===== config.mk =====
export PLATFORM = sky130hd
export DESIGN_NAME = mem_arbiter
export DESIGN_NICKNAME = d
export VERILOG_FILES = /design/src/rtl/mem_arbiter.sv
export SDC_FILE = /design/constraint.sdc
export NUM_CORES = 1
export LEC_CHECK = 0
export CORE_AREA = 2 2 59 61
export DETAILED_ROUTE_END_ITERATION = 12
export DIE_AREA = 0 0 61 63
export DONT_BUFFER_PORTS = 1
export SLEW_MARGIN = 20
export SYNTH_ARGS = -nofsm -noshare
export SYNTH_HDL_FRONTEND = slang
export SYNTH_SLANG_ARGS = --single-unit
export TNS_END_PERCENT = 5

===== constraint.sdc =====
create_clock -name clk -period 1.7 [get_ports clk]
set_input_delay 0.34 -clock clk [delete_from_list [all_inputs] [get_ports clk]]
set_output_delay 0.34 -clock clk [all_outputs]
set_load 0.02 [all_outputs]

===== src/rtl/mem_arbiter.sv =====
// mem_arbiter: two-master (prefetch, load/store), one-slave memory arbiter.
// Grants one transaction at a time. Data wins when it requests alone.
// When both masters request at once, the grant alternates using last_data.
// Acks are combinational pass-throughs, qualified by the current grant.
// Ports:
//   clk, reset            - clock and async active-high reset
//   instr_m_*             - instruction (prefetch) master: addr, access in; data_in, ack out
//   data_m_*              - data (load/store) master: addr, data_out, access, wr_en,
//                           bytesel in; data_in, ack out
//   q_m_*                 - merged memory port: addr, data_out, access, wr_en, bytesel
//                           out; data_in, ack in
module mem_arbiter (
  input  logic        clk,
  input  logic        reset,

  input  logic [19:1] instr_m_addr,
  output logic [15:0] instr_m_data_in,
  input  logic        instr_m_access,
  output logic        instr_m_ack,

  input  logic [19:1] data_m_addr,
  output logic [15:0] data_m_data_in,
  input  logic [15:0] data_m_data_out,
  input  logic        data_m_access,
  output logic        data_m_ack,
  input  logic        data_m_wr_en,
  input  logic [1:0]  data_m_bytesel,

  output logic [19:1] q_m_addr,
  input  logic [15:0] q_m_data_in,
  output logic [15:0] q_m_data_out,
  output logic        q_m_access,
  input  logic        q_m_ack,
  output logic        q_m_wr_en,
  output logic [1:0]  q_m_bytesel
);

  localparam logic [1:0] IDLE        = 2'd0;
  localparam logic [1:0] GRANT_INSTR = 2'd1;
  localparam logic [1:0] GRANT_DATA  = 2'd2;

  logic [1:0] state;
  logic [1:0] state_next;
  logic       last_data;
  logic       last_data_next;

  always_comb begin
    state_next     = state;
    last_data_next = last_data;
    case (state)
      IDLE: begin
        if (instr_m_access && data_m_access)
          state_next = last_data ? GRANT_INSTR : GRANT_DATA;
        else if (data_m_access)
          state_next = GRANT_DATA;
        else if (instr_m_access)
          state_next = GRANT_INSTR;
      end
      GRANT_INSTR: begin
        // An ack in the same cycle as an abort still counts as completion.
        if (q_m_ack) begin
          state_next     = IDLE;
          last_data_next = 1'b0;
        end else if (!instr_m_access) begin
          state_next = IDLE;
        end
      end
      GRANT_DATA: begin
        if (q_m_ack) begin
          state_next     = IDLE;
          last_data_next = 1'b1;
        end else if (!data_m_access) begin
          state_next = IDLE;
        end
      end
      default: state_next = IDLE;
    endcase
  end

  always_ff @(posedge clk or posedge reset) begin
    if (reset) begin
      state     <= IDLE;
      last_data <= 1'b0;
    end else begin
      state     <= state_next;
      last_data <= last_data_next;
    end
  end

  always_comb begin
    q_m_addr     = '0;
    q_m_data_out = '0;
    q_m_access   = 1'b0;
    q_m_wr_en    = 1'b0;
    q_m_bytesel  = 2'b00;
    case (state)
      GRANT_INSTR: begin
        q_m_addr    = instr_m_addr;
        q_m_access  = instr_m_access;
        q_m_bytesel = 2'b11;
      end
      GRANT_DATA: begin
        q_m_addr     = data_m_addr;
        q_m_data_out = data_m_data_out;
        q_m_access   = data_m_access;
        q_m_wr_en    = data_m_wr_en;
        q_m_bytesel  = data_m_bytesel;
      end
      default: ;
    endcase
  end

  assign instr_m_ack     = q_m_ack && (state == GRANT_INSTR);
  assign data_m_ack      = q_m_ack && (state == GRANT_DATA);
  assign instr_m_data_in = q_m_data_in;
  assign data_m_data_in  = q_m_data_in;

endmodule


==> metrics.csv <==
metric;value;unit
outcome;complete, but fails checks;
violations;negative setup slack;
cp_slowest_cell;dfrtp_1;
worst_ep_arrival_time;1490;ps
use_met2;26.1;%
pin_count;151;
setup.worst_path.start_class;flip-flop;
critPathBufInv;2;
synthTopCellsByCount;buf_4, nor2b_1, a22oi_1;
drive_gt1_share;66.1;%
stdcell_area;1250;um^2
netlist_instances;127;
drt-vias-per-instance;4.98;
r2r_cells;6;
core;3230;um^2
tns;-4080;ps
drt_pass1_iterations;4;
h-tree-depth;1;
clock_latency;230;ps
critPathMostFrequentCell;buf_6;
ant_nets;0;
syn_area;942;um^2
gr-usage-met3;2.48;%
synth_cell_types;20;
dieArea;3840;um^2
synth_warnings;0;
portBuffers;0;
die_h;63;um
power_density;2330;nW/um^2
fin_skew;1.30;ps
period_share;108;%
seq_area_frac_synth;7.97;%
synthFlopType;dfrtp_1;
grt_pass1_wl;4310;um
dp_hpwl;2430;um
gp_congestion;0.743;
cp.required;1360;ps
placement_rows;21;
busiest_layer;met2;
relSlewSlack;82.0;%
hold_depth;1;
reg2reg_slack;230;ps
grt_max_degree;21;
syn_nets;210;
fin_total_pwr;2.92;mW
fin_util;38.8;%
critPathKind;reg -> out;
power_leakage;0.512;nW
detail_route.wl_per_cell;18.3;um
root_buffer;clkbuf_4;
grt_pass1_vias;906;
cpPeakStageDelay;400;ps
cts.clk_slew.worst_paths;40;ps
hold_violations;0;
worstReg2RegEnd;state[0];
crit_path_end_kind;output pin;
clock_sinks;3;
crit_chain;buf_6 > ha_4 > a22oi_2 > nor2b_4 > buf_6;
maxSlewViolCount;0;
synth_top_area_share;25.5;%
placed_cell_area;945;um^2
diodes;0;
synth_area_leader_cell;buf_4;
numCtsBuffers;3;
drt_iter0_markers;16;
grtUsageTotal;14.8;%
worstHoldPathType;in -> reg;
start_util;29.2;%
timing.final.ws_setup;-131;ps
async_flop_share;100;%
area_delta_synth_final;33.2;%
worst_pin_slew;271;ps
hold-path-endpoint;last_data;
finalCriticalPeriod;1830;ps
syn_area_per_cell;7.42;um^2
dp_slack;-212;ps
yosysMostFrequentCell;buf_4;
vias;846;
rsz0062_at_grt;yes;
use_met1;16.2;%
cp_max_fo;20;
cts_tree;built;
fin_nets;208;
synth_seq_cells;3;
fmax;0.546;GHz
crit_family;flip-flops;
gr-total-overflow;0;
die_x;61;um
antenna_found_initial;0;
max_cap_violations;0;
timing.rr.start;state[0];
clockBufferDepth;2;
drt-total-wl;3110;um
synth_edf_count;0;
ys_top_cells_by_area;buf_4, a22oi_1, nor2b_1;
worst_ir_drop_vdd;0.519;mV
drc;0;
setup_violations;39;
worstHoldStart;q_m_ack;
[cell families (layout without fill, tap and decap cells)]
family                   Yosys count  count (layout)  share of synthesized area (%)
AND/OR/NAND/NOR                   45              45                           29.2
buffers and inverters             45              42                           31.2
AO/OA/AOI/OAI                     29              29                           25.0
adder cells (fa/ha/maj)            5               5                           6.64
flip-flops                         3               3                           7.97
[layout make-up]
cell class                      instances  area (um^2)
Clock buffer                            4         26.3
Timing Repair Buffer                   33          334
Tap cell                               46         57.6
Inverter                                5         18.8
Sequential cell                         3         75.1
Multi-Input combinational cell         79          743
Fill cell                             338         1980
[placed cells by master, fill, tap and decap left out, types with 2 or more instances in the layout]
| master | n |
|---|---|
| a22oi_2 | 9 |
| buf_4 | 16 |
| inv_1 | 3 |
| clkbuf_4 | 3 |
| and2_2 | 18 |
| nor2b_4 | 7 |
| a21oi_1 | 2 |
| dfrtp_1 | 3 |
| buf_8 | 2 |
| nand2_1 | 2 |
| a22oi_1 | 11 |
| ha_4 | 3 |
| nor2b_1 | 12 |
| inv_2 | 2 |
| buf_6 | 13 |
| nor2b_2 | 3 |
[worst max path at each step]
stage / from / to / slack (ps) / depth (start not counted)
final: state[1] / q_m_addr[2] / -130 / 5
after floorplan: state[0] / q_m_bytesel[1] / -9 / 5
after global routing: state[1] / q_m_addr[10] / -230 / 5
after detailed placement: state[0] / q_m_addr[17] / -210 / 5
after CTS: state[0] / q_m_bytesel[1] / -120 / 6
after global placement: state[0] / q_m_addr[4] / -100 / 5
[timing repair]
item,CTS,global route
setup endpoints to repair,41,41
hold buffers,1,0
setup buffers,2,0
gates cloned,1,0
pin swaps,3,0
resized for setup,58,10
endpoints found under the hold margin,3,0
[sequential cells by signal, summed over array words and instances, names as in the netlist]
register and flops:
last_data 1, state 2
[per-layer routing]
metal | wire [um] | up-vias
met5 | 0 | -
met4 | 64 | 0
met3 | 240 | 10
met2 | 1700 | 52
met1 | 1100 | 394
li1 | - | 390
[stage by stage]
stage	hold WS, ps	instances
4_1_cts	267	170
6_report	273	170
2_1_floorplan	93.6	127
3_5_place_dp	109	162
3_3_place_gp	103	162
5_1_grt	269	170
[where the power goes]
part	switching (mW)	total (mW)	internal, mW
clock	0.0348	0.123	0.0878
sequential	0.0361	0.145	0.109
combinational	1.31	2.65	1.34
Power figures use the tool's default switching activity.
